**src/rtl/wb_burst_master_if.sv**
```systemverilog
// Wishbone bus bundle shared by the burst master and its slave.
// Clock and reset travel with the bus so one connection wires a whole endpoint.
interface wshb_if (
    input logic clk,
    input logic rst
);
    logic        cyc;
    logic        stb;
    logic        we;
    logic [31:0] adr;
    logic [3:0]  sel;
    logic [2:0]  cti;
    logic [1:0]  bte;
    logic [31:0] dat_ms;
    logic [31:0] dat_sm;
    logic        ack;
    logic        err;
    logic        rty;

    modport master (
        input  clk, rst,
        output cyc, stb, we, adr, sel, cti, bte, dat_ms,
        input  dat_sm, ack, err, rty
    );

    modport slave (
        input  clk, rst,
        input  cyc, stb, we, adr, sel, cti, bte, dat_ms,
        output dat_sm, ack, err, rty
    );
endinterface

```
**src/rtl/wb_burst_master.sv**
```systemverilog
// Wishbone master: turns one (address, length, direction) command into an
// incrementing burst, fed by a ready/valid write stream and a valid-only read stream.
module wb_burst_master #(
    parameter int LEN_W = 8
) (
    wshb_if.master            wb_m,
    input  logic              cmd_valid,
    output logic              cmd_ready,
    input  logic              cmd_we,
    input  logic [31:0]       cmd_adr,
    input  logic [LEN_W-1:0]  cmd_len,
    input  logic [31:0]       wr_data,
    input  logic              wr_valid,
    output logic              wr_ready,
    output logic [31:0]       rd_data,
    output logic              rd_valid,
    output logic              done,
    output logic              error
);

    typedef enum logic [1:0] {
        IDLE,
        BUS,
        FIN
    } state_t;

    state_t           state_reg;
    logic             we_reg;
    logic             single_reg;
    logic             err_reg;
    logic [29:0]      word_adr_reg;
    logic [LEN_W-1:0] beats_reg;

    logic in_bus;
    logic stb;
    logic last_beat;
    logic beat_ok;
    logic beat_err;
    logic unused_adr_lsb;

    assign unused_adr_lsb = ^cmd_adr[1:0];

    assign in_bus    = (state_reg == BUS);
    // Reads always strobe; writes strobe only while the client has a word ready.
    assign stb       = in_bus & (~we_reg | wr_valid);
    assign last_beat = (beats_reg == LEN_W'(1));
    // err takes priority over ack; rty is treated as a plain wait.
    assign beat_err  = stb & wb_m.err;
    assign beat_ok   = stb & wb_m.ack & ~wb_m.err & ~wb_m.rty;

    assign wb_m.cyc    = in_bus;
    assign wb_m.stb    = stb;
    assign wb_m.we     = in_bus & we_reg;
    assign wb_m.adr    = in_bus ? {word_adr_reg, 2'b00} : 32'h0;
    assign wb_m.sel    = in_bus ? 4'hF : 4'h0;
    assign wb_m.bte    = 2'b00;
    assign wb_m.dat_ms = wr_data;

    always_comb begin
        wb_m.cti = 3'b000;
        if (in_bus && !single_reg) begin
            wb_m.cti = last_beat ? 3'b111 : 3'b010;
        end
    end

    assign wr_ready  = beat_ok & we_reg;
    assign rd_valid  = beat_ok & ~we_reg;
    assign rd_data   = wb_m.dat_sm;
    assign cmd_ready = (state_reg == IDLE);
    assign done      = (state_reg == FIN);
    assign error     = (state_reg == FIN) & err_reg;

    always_ff @(posedge wb_m.clk or posedge wb_m.rst) begin
        if (wb_m.rst) begin
            state_reg    <= IDLE;
            we_reg       <= 1'b0;
            single_reg   <= 1'b0;
            err_reg      <= 1'b0;
            word_adr_reg <= '0;
            beats_reg    <= '0;
        end else begin
            case (state_reg)
                IDLE: begin
                    if (cmd_valid) begin
                        we_reg       <= cmd_we;
                        word_adr_reg <= cmd_adr[31:2];
                        beats_reg    <= cmd_len;
                        single_reg   <= (cmd_len == LEN_W'(1));
                        err_reg      <= 1'b0;
                        state_reg    <= (cmd_len != '0) ? BUS : FIN;
                    end
                end
                BUS: begin
                    if (beat_err) begin
                        err_reg   <= 1'b1;
                        state_reg <= FIN;
                    end else if (beat_ok) begin
                        word_adr_reg <= word_adr_reg + 30'd1;
                        beats_reg    <= beats_reg - LEN_W'(1);
                        if (last_beat) begin
                            state_reg <= FIN;
                        end
                    end
                end
                FIN: begin
                    err_reg   <= 1'b0;
                    state_reg <= IDLE;
                end
                default: state_reg <= IDLE;
            endcase
        end
    end

endmodule
```
**src/flat_wrapper.sv**
```systemverilog
// flat-port wrapper written by rule: the top's interface ports become plain ports
module wb_burst_master_flat 
#(
    parameter int LEN_W = 8
)
  (cmd_valid, cmd_ready, cmd_we, cmd_adr, cmd_len, wr_data, wr_valid, wr_ready, rd_data, rd_valid, done, error, clk, rst, wb_m_cyc, wb_m_stb, wb_m_we, wb_m_adr, wb_m_sel, wb_m_cti, wb_m_bte, wb_m_dat_ms, wb_m_dat_sm, wb_m_ack, wb_m_err, wb_m_rty);
  wshb_if wb_m_i (.clk(clk), .rst(rst));
  input  logic cmd_valid;
  output logic cmd_ready;
  input  logic cmd_we;
  input  logic [31:0] cmd_adr;
  input  logic [LEN_W-1:0] cmd_len;
  input  logic [31:0] wr_data;
  input  logic wr_valid;
  output logic wr_ready;
  output logic [31:0] rd_data;
  output logic rd_valid;
  output logic done;
  output logic error;
  input wire logic clk;
  input wire logic rst;
  output wire logic [$bits(wb_m_i.cyc)-1:0] wb_m_cyc;
  output wire logic [$bits(wb_m_i.stb)-1:0] wb_m_stb;
  output wire logic [$bits(wb_m_i.we)-1:0] wb_m_we;
  output wire logic [$bits(wb_m_i.adr)-1:0] wb_m_adr;
  output wire logic [$bits(wb_m_i.sel)-1:0] wb_m_sel;
  output wire logic [$bits(wb_m_i.cti)-1:0] wb_m_cti;
  output wire logic [$bits(wb_m_i.bte)-1:0] wb_m_bte;
  output wire logic [$bits(wb_m_i.dat_ms)-1:0] wb_m_dat_ms;
  input wire logic [$bits(wb_m_i.dat_sm)-1:0] wb_m_dat_sm;
  input wire logic [$bits(wb_m_i.ack)-1:0] wb_m_ack;
  input wire logic [$bits(wb_m_i.err)-1:0] wb_m_err;
  input wire logic [$bits(wb_m_i.rty)-1:0] wb_m_rty;
  assign wb_m_cyc = wb_m_i.cyc;
  assign wb_m_stb = wb_m_i.stb;
  assign wb_m_we = wb_m_i.we;
  assign wb_m_adr = wb_m_i.adr;
  assign wb_m_sel = wb_m_i.sel;
  assign wb_m_cti = wb_m_i.cti;
  assign wb_m_bte = wb_m_i.bte;
  assign wb_m_dat_ms = wb_m_i.dat_ms;
  assign wb_m_i.dat_sm = wb_m_dat_sm;
  assign wb_m_i.ack = wb_m_ack;
  assign wb_m_i.err = wb_m_err;
  assign wb_m_i.rty = wb_m_rty;
  wb_burst_master #(.LEN_W(LEN_W)) u_core (.wb_m(wb_m_i), .cmd_valid(cmd_valid), .cmd_ready(cmd_ready), .cmd_we(cmd_we), .cmd_adr(cmd_adr), .cmd_len(cmd_len), .wr_data(wr_data), .wr_valid(wr_valid), .wr_ready(wr_ready), .rd_data(rd_data), .rd_valid(rd_valid), .done(done), .error(error));
endmodule
```
**config.mk**
```make
export PLATFORM = sky130hd
export DESIGN_NAME = wb_burst_master_flat
export DESIGN_NICKNAME = d
export VERILOG_FILES = /design/src/rtl/wb_burst_master_if.sv /design/src/rtl/wb_burst_master.sv /design/src/flat_wrapper.sv
export SDC_FILE = /design/constraint.sdc
export NUM_CORES = 1
export LEC_CHECK = 0
export BUFFER_PORTS_ARGS = -buffer_cell sky130_fd_sc_hd__buf_2
export CAP_MARGIN = 5
export CORE_MARGIN = 2
export CORE_UTILIZATION = 47
export CTS_BUF_LIST = sky130_fd_sc_hd__clkbuf_16
export CTS_CLUSTER_DIAMETER = 120
export DETAILED_ROUTE_END_ITERATION = 7
export GPL_TIMING_DRIVEN = 0
export HOLD_SLACK_MARGIN = 0.05
export PLACE_DENSITY = 0.88
export SETUP_SLACK_MARGIN = 0.4
export SYNTH_ARGS = -nofsm -noshare
export SYNTH_HDL_FRONTEND = slang
export SYNTH_SLANG_ARGS = --single-unit
```
**constraint.sdc**
```tcl
create_clock -name clk -period 6.1 [get_ports clk]
set_clock_uncertainty 0.05 [all_clocks]
set_input_delay 0 -clock clk [delete_from_list [all_inputs] [get_ports clk]]
set_output_delay 0 -clock clk [all_outputs]
set_load 0.05 [all_outputs]
```
* After elaboration in Yosys (flattened, before gate mapping)
Cells that the tools add are included.
** Word-level totals
- Bits in registers :: 43
- Bits of input ports :: 112
- Output and inout port bits :: 113
- Logic and storage cells :: 62
** Operators by class
- Add/sub/neg operators :: 2
- Eq/ne operators :: 10
- Muxes and demuxes :: 21
- Bitwise gates (word level) :: 13
- Reduce and logical (&&, ||, !) cells :: 10
** Operator list (number)
- two-way mux 30 bit :: 3
- case mux 30 bit (2 select lines) :: 1
- two-way mux 32 bit :: 1
- adder 30 x 1 -> 30 bit (second input constant) :: 1
- two-way mux 8 bit :: 3
- equality test 8 x 1 -> 1 bit (second input constant) :: 2
- case mux 8 bit (2 select lines) :: 1
- two-way mux 2 bit :: 5
- bitwise AND 1 bit :: 9
- inequality test 2 bit (second input constant) :: 4
- nonzero test 8 bit :: 1
- subtractor 8 x 1 -> 8 bit (second input constant) :: 1
- two-way mux 3 bit :: 2
- inequality test 3 bit (second input constant) :: 2
- AND reduction 3 bit :: 2
- two-way mux 4 bit :: 1
- case mux 2 bit (2 select lines) :: 1
- AND reduction 4 bit :: 1
- NOT 1 bit :: 3
- case mux 1 bit (3 select lines) :: 1
- nonzero test 3 bit :: 1
- equality test 2 x 1 -> 1 bit (second input constant) :: 1
- equality test 2 bit (second input constant) :: 1
- logical NOT 2 bit :: 1
- other kinds (6) :: 7

* Logic depth before layout (Yosys ltp)
Gate-level depths: netlist of run 1.
- Word-level depth :: 9
- Depth in mapped cells :: 8
- Depth with buffers taken out :: 7

* Worst setup path after synthesis of run 1
OpenSTA, ideal clock, no wires.
- Kind :: reg2out
- From :: reg u_core.beats_reg[3]
- To :: out wb_m_cti[2]
- Data arrival time :: 2.806 ns
- Path slack :: 3.244 ns
- Cell stages (with the launch flop) :: 5
- Path buffers :: 1
- Cell sequence :: dfrtp_1 > or3_1 > or4_1 > nor3_1 > buf_4
** On the way
- Cells in the longest elaborated chain, start to end :: 3
** RTL lines
- from (decl) :: RTL line wb_burst_master.sv:32 : logic [LEN_W-1:0] beats_reg;
- from (signal assigned) :: RTL line wb_burst_master.sv:87 : beats_reg <= cmd_len;
- from (signal assigned) :: RTL line wb_burst_master.sv:99 : beats_reg <= beats_reg - LEN_W'(1);
- equality test 8 x 1 -> 1 bit :: RTL line wb_burst_master.sv:46 : assign last_beat = (beats_reg == LEN_W'(1));
- two-way mux 3 bit :: RTL line wb_burst_master.sv:62 : wb_m.cti = last_beat ? 3'b111 : 3'b010;
- two-way mux 3 bit :: RTL line wb_burst_master.sv:61 : if (in_bus && !single_reg) begin
- to (decl) :: RTL line flat_wrapper.sv:27 : output wire logic [$bits(wb_m_i.cti)-1:0] wb_m_cti;
Every way passes these cells.

* Worst setup path after layout of run 1
- From :: reg u_core.state_reg[0]
- To :: reg u_core.word_adr_reg[2]
** On the way
- Cells in the longest elaborated chain, start to end :: 7
** RTL lines
- from (decl) :: RTL line wb_burst_master.sv:27 : state_t state_reg;
- from (signal assigned) :: RTL line wb_burst_master.sv:90 : state_reg <= (cmd_len != '0) ? BUS : FIN;
- equality test 2 x 1 -> 1 bit :: RTL line wb_burst_master.sv:43, wb_burst_master.sv:82
- bitwise AND 1 bit :: RTL line wb_burst_master.sv:45 : assign stb = in_bus & (~we_reg | wr_valid);
- bitwise AND 1 bit (3 in series) :: RTL line wb_burst_master.sv:49 : assign beat_ok = stb & wb_m.ack & ~wb_m.err & ~wb_m.rty;
- inequality test 2 bit (no line)
- AND reduction 4 bit (no line)
- to (signal assigned) :: RTL line wb_burst_master.sv:86 : word_adr_reg <= cmd_adr[31:2];
- to (signal assigned) :: RTL line wb_burst_master.sv:98 : word_adr_reg <= word_adr_reg + 30'd1;
- to (decl) :: RTL line wb_burst_master.sv:31 : logic [29:0] word_adr_reg;
Parallel ways exist; a longest one is shown, timed or not.
A chain may end at the register's enable or synchronous reset.

==> impl_metrics.json, run 1 <==
{
  "status": "completed",
  "n_antenna_cell": 0,
  "rsz0062_at_grt": "no",
  "final_nets": 766,
  "cts_buffer_depth": 2,
  "routedWlPerCell_um": 16.34,
  "rows": 31,
  "avgViaCountPerCell": 5.557,
  "cts-root-buf": "clkbuf_16",
  "dieArea_um2": 8163,
  "cts_resized": 0,
  "wirelength_um": 12270,
  "hold_slack_ps": 74.44,
  "cts_buffers": 5,
  "fp.dieW_um": 90.35,
  "fin_cells": 751,
  "chipHeight_um": 90.35,
  "startpoint": "u_core.state_reg[0]",
  "syn_area_um2": 3505,
  "startpoint_type": "flip-flop",
  "drive_above_1_share": 0.3834,
  "drtAntennaViolNets": 0,
  "dr.pass1.iters": 5,
  "setup_viol": 0,
  "io_buffers": 154,
  "power_frac_clock": 0.104,
  "crit_type": "reg -> reg",
  "critPathMaxFanout": 10,
  "finalHoldViolCount": 0,
  "cts_tree": "done",
  "finalMaxSlewViolations": 0,
  "final_area_um2": 4977,
  "grt_pass1_vias": 3966,
  "yosysWarnings": 0,
  "first_iter_violations": 286,
  "power_leakage_nw": 2.442,
  "synth.avg_cell_area_um2": 7.876,
  "grt_max_degree": 29,
  "p_sw_mw": 1.476,
  "min_from": "cmd_adr[16]",
  "io_pins": 225,
  "synth_ff_type": "dfrtp_1",
  "core-area_um2": 7253,
  "postPlaceCellArea_um2": 4431,
  "power_mw": 2.511,
  "antenna_found_initial": 0,
  "worst_slew_pin_slew_ps": 784.0,
  "ys_ff_latch": 43,
  "postCtsSetupBuffers": 0,
  "ir_drop_v": 0.0002088,
  "syn-instance-count": 445,
  "dpl.cell_count": 702,
  "hold_path_class": "in -> reg",
  "ys_async_sr_fraction": 1.000,
  "pwr-share-seq": 0.239,
  "cp-end-kind": "flip-flop",
  "drc": 0,
  "power_frac_comb": 0.657,
  "sw_frac_of_total": 0.5878,
  "clk_pin_slew_ps": 60,
  "tns_ps": 0,
  "area_growth_pct": 42.02,
  "p_per_area_nw_per_um2": 504.5,
  "worst-endpoint-required_ps": 6190,
  "place.gp.congestion": 0.9316,
  "ys_seq_area_frac": 0.3070,
  "fmax_mhz": 376.1,
  "grt_overflow_total": 0,
  "post-route-min-period_ps": 2659,
  "grt_pass1_wl_um": 19600,
  "max-slew-margin-rel": 0.4725,
  "synth_cell_type_count": 54,
  "start_util": 0.4832,
  "critPathArrivalTime_ps": 2750,
  "p_int_mw": 1.035,
  "num_vias": 4173,
  "reg2reg_from": "u_core.state_reg[0]",
  "max_cap_violations": 0,
  "cts.sinks": 43,
  "grtUsageTotal": 0.2964,
  "largest_reg_flops": 30,
  "h-tree-depth": 2,
  "synth_edf_count": 0,
  "min_period_over_period": 0.4359,
  "dpl.hpwl_um": 8972,
  "insertion_delay_ps": 290
}
-- final cells by class --
cell class	count	area [um2]
timing repair buffer	196	1201
clock inverter	3	11.26
buffer	95	631.9
multi-input combinational	297	1759
tap	99	123.9
fill	620	2276
sequential	43	1076
clock buffer	5	125.1
inverter	13	48.80
-- layout by cell type (no fill, tap or decap), types with 2 or more instances in the layout --
cell type,instances
a31oi_1,4
nor4_1,8
nand4_1,10
buf_4,73
nand2_1,38
nand4b_1,2
or3_1,2
nor3b_1,2
o211ai_1,5
buf_2,155
and4_1,3
clkinv_1,2
nand2b_1,5
nor3_1,14
nand3_2,2
ha_1,3
and2_1,30
o21ai_0,30
conb_1,4
dlygate4sd3_1,41
clkbuf_1,21
mux2_2,2
inv_1,13
or2_2,2
or4_1,2
a41oi_1,2
clkbuf_16,5
a21oi_1,35
and3_1,6
mux2i_1,6
nor2_1,20
a22oi_1,6
nand3_1,23
o22ai_1,9
dfrtp_1,43
-- layer usage --
| layer | wire length (um) | track usage | part of all wire |
|---|---|---|---|
| met1 | 4659 | 0.3574 | 0.38 |
| met2 | 6070 | 0.5163 | 0.49 |
| met5 | 0 | 0 | 0 |
| met4 | 380 | 0.1269 | 0.031 |
| met3 | 1160 | 0.05593 | 0.095 |
-- final timing paths --
| check | cells past startpoint | to | slack [ps] |
|---|---|---|---|
| setup / recovery | 7 | u_core.word_adr_reg[2] | 3440 |
| hold / removal | 3 | u_core.word_adr_reg[14] | 70 |
| setup reg to reg | 7 | u_core.word_adr_reg[2] | 3440 |
| hold reg to reg | 2 | u_core.err_reg | 460 |
| max in group asynchronous | 4 | u_core.word_adr_reg[20] | 5340 |
| min in group asynchronous | 3 | u_core.word_adr_reg[2] | 180 |
-- critical path, stage by stage, from the launching register on --
cell and delay, ps:
dfrtp_1 440, nor3b_2 620, a31o_2 190, clkbuf_1 380, clkbuf_1 500, nand3_1 130
o21ai_0 110, a21oi_1 90
-- Yosys cell counts, drive strengths merged, types with 6 or more instances --
master | n | area, um2
nor3 | 14 | 70.07
a21oi | 35 | 175.2
inv | 13 | 48.80
nor2 | 20 | 75.07
clkbuf | 21 | 78.83
mux2i | 6 | 60.06
and3 | 6 | 37.54
o21ai | 30 | 150.1
a22oi | 6 | 45.04
dfrtp | 43 | 1076
and2 | 31 | 195.2
buf | 74 | 553.0
nand2 | 38 | 142.6
nand4 | 11 | 75.07
nand3 | 25 | 135.1
nor4 | 10 | 83.83
o22ai | 9 | 56.30
-- what timing repair did --
item,in CTS,in global routing
hold buffers,41,0
endpoints found under the setup margin,0,0
endpoints found under the hold margin,82,0
-- through the flow --
step           utilization  setup WS (ps)
6_report            0.6862           3441
3_3_place_gp        0.6081           3590
5_1_grt             0.6862           3286
2_1_floorplan            -           3244
4_1_cts             0.6862           3504
3_5_place_dp        0.6108           3519
-- cells by family after synthesis --
| logic type | synth area share |
|---|---|
| simple gates | 0.2867 |
| buf+inv | 0.1942 |
| compound gates | 0.1767 |
| flops | 0.3070 |
| mux | 0.02356 |
| fa+ha+maj | 0.01071 |
| other cells | 0.001070 |
-- power groups by stage --
stage                     clock network (mW)  registers, mW  logic, mW
after global routing                   0.274          0.625       1.76
final                                  0.261          0.600       1.65
after global placement                     0          0.588       1.57
after CTS                              0.260          0.592       1.63
after detailed placement                   0          0.595       1.61
after floorplan                            0          0.546       1.23
Power figures use the tool's default switching activity.
==> run 2: changes to the inputs <==
CORE_UTILIZATION = 43   (was 47)
PLACE_DENSITY = 0.81   (was 0.88)
clock period = 2.7 ns   (was 6.1 ns; I/O delays follow)
==> impl_metrics.json, run 2 (synthesis gave the netlist of run 1 again) <==
{
  "min_to": "u_core.word_adr_reg[17]",
  "wirelength_um": 12590,
  "fp.dieW_um": 94.28,
  "place.gp.congestion": 0.9202,
  "power_frac_comb": 0.648,
  "n_antenna_cell": 0,
  "worst_slew_pin_slew_ps": 650.3,
  "p_int_mw": 2.494,
  "cts.sinks": 43,
  "min_from": "cmd_adr[19]",
  "area_growth_pct": 45.98,
  "ir_drop_v": 0.0005017,
  "drtAntennaViolNets": 0,
  "grt_pass1_vias": 4003,
  "finalHoldViolCount": 0,
  "max_cap_violations": 0,
  "final_nets": 770,
  "max-slew-margin-rel": 0.5625,
  "reg2reg_from": "u_core.state_reg[1]",
  "cts_buffers": 5,
  "insertion_delay_ps": 290,
  "antenna_found_initial": 0,
  "mostFrequentLayoutCell": "buf_2",
  "reg2reg_to": "u_core.beats_reg[5]",
  "core-area_um2": 7807,
  "io_buffers": 154,
  "finalMaxSlewViolations": 0,
  "cts_buffer_depth": 2,
  "status": "completed",
  "cts_tree": "done",
  "crit_type": "reg -> out",
  "drc": 0,
  "p_sw_mw": 3.396,
  "pwr-share-seq": 0.231,
  "rsz0062_at_grt": "no",
  "largest_reg_flops": 30,
  "slowest_delay_ps": 520,
  "crit_top_cell": "buf_4",
  "p_per_area_nw_per_um2": 1151,
  "tns_ps": 0,
  "min_period_over_period": 0.8297,
  "dieArea_um2": 8889,
  "critPathArrivalTime_ps": 2190,
  "num_vias": 4256,
  "cts-root-buf": "clkbuf_16",
  "post-route-min-period_ps": 2240,
  "startpoint_type": "flip-flop",
  "path_cells": "or3_4, or4_4, nor3_4, buf_4, buf_4",
  "avgViaCountPerCell": 5.615,
  "rrSetupSlack_ps": 470,
  "drive_above_1_share": 0.4192,
  "routedWlPerCell_um": 16.61,
  "cp-end-kind": "primary output",
  "grtUsageTotal": 0.2787,
  "first_iter_violations": 357,
  "grt_pass1_wl_um": 19300,
  "crit_family": "simple AND/OR/NAND/NOR gates",
  "fin_cells": 758,
  "io_pins": 225,
  "power_frac_clock": 0.121,
  "crit_buf_inv": 2,
  "grt_overflow_total": 0,
  "setup_viol": 0,
  "whs_path_depth": 3,
  "dpl.cell_count": 705,
  "clk_pin_slew_ps": 70,
  "fmax_mhz": 446.4,
  "dr.pass1.iters": 5,
  "grt_max_degree": 28,
  "critPathMaxFanout": 6,
  "layout_common_cells": "buf_2 (154), buf_4 (78), dfrtp_1 (43)",
  "dpl.hpwl_um": 8888,
  "h-tree-depth": 2,
  "start_util": 0.4489,
  "worst-endpoint-required_ps": 2650,
  "sw_frac_of_total": 0.5766,
  "hold_path_class": "in -> reg",
  "r2r_cells": 7,
  "crit_slowest_cell": "or4_4",
  "power_leakage_nw": 2.518,
  "chipHeight_um": 94.28,
  "rows": 32
}
-- run 2: changes by cell type in the layout (fill, tap and decap cells not counted), moves of 2 or more --
cell      delta
buf_4        +5
clkinv_1     -2
clkbuf_1    -13
nor4_1       -2
clkbuf_2    +11
-- run 2: power groups by stage --
stage | Combinational (mW) | Sequential (mW) | Clock (mW)
6_report | 3.82 | 1.36 | 0.710
5_1_grt | 4.07 | 1.40 | 0.733
4_1_cts | 3.71 | 1.34 | 0.709
3_5_place_dp | 3.63 | 1.34 | 0
3_3_place_gp | 3.55 | 1.32 | 0
2_1_floorplan | 2.79 | 1.23 | 0
-- run 2: tightest hold or removal path, delay by kind of cell --
family                 cells  cell delay [ps]
AOI/OAI and AO/OA          2              250
buffers and inverters      1               90
-- run 2: metrics by stage --
stage | util | hold WS [ps] | power, mW | worst slack [ps] | area, um2
after floorplan | - | 55.44 | 4.024 | 433.5 | 3527
after global placement | 0.5668 | 150.8 | 4.875 | 223.8 | 4425
after detailed placement | 0.5694 | -40.24 | 4.970 | 215.2 | 4446
after CTS | 0.6471 | 51.00 | 5.763 | 411.3 | 5052
after global routing | 0.6553 | 94.18 | 6.200 | 386.7 | 5116
final | 0.6553 | 53.04 | 5.890 | 459.8 | 5116
-- run 2: per-layer routing --
| metal | routed length [um] | share of wire | GRT usage |
|---|---|---|---|
| met5 | 0 | 0 | 0 |
| met3 | 1519 | 0.12 | 0.05457 |
| met4 | 336 | 0.027 | 0.09541 |
| met1 | 4599 | 0.37 | 0.3345 |
| met2 | 6134 | 0.49 | 0.4952 |
-- run 2: cell type report --
type,count,area (um2)
Buffer,95,646.9
Clock buffer,5,125.1
Clock inverter,3,43.79
Fill cell,664,2691
Inverter,13,48.80
Multi-Input combinational cell,297,1812
Sequential cell,43,1076
Tap cell,102,127.6
Timing Repair Buffer,200,1236
-- run 2: timing repair --
action | 4_1_cts | 5_1_grt
pin swaps | 1 | 0
gates resized for setup | 11 | 15
hold buffers | 41 | 1
setup buffers | 1 | 3
endpoints found under the setup margin | 65 | 44
hold endpoints to repair | 80 | 1
-- run 2: how the worst max path moves through the flow --
stage                        start                      to  slack [ps]  cells after the start
6_report       u_core.beats_reg[3]             wb_m_cti[2]         460                      5
5_1_grt        u_core.state_reg[1]     u_core.beats_reg[5]         390                      7
4_1_cts                   wb_m_err  u_core.word_adr_reg[8]         410                      8
3_5_place_dp   u_core.state_reg[0]     u_core.beats_reg[6]         220                      6
3_3_place_gp   u_core.state_reg[0]  u_core.word_adr_reg[2]         220                      7
2_1_floorplan  u_core.state_reg[1]                rd_valid         430                      4
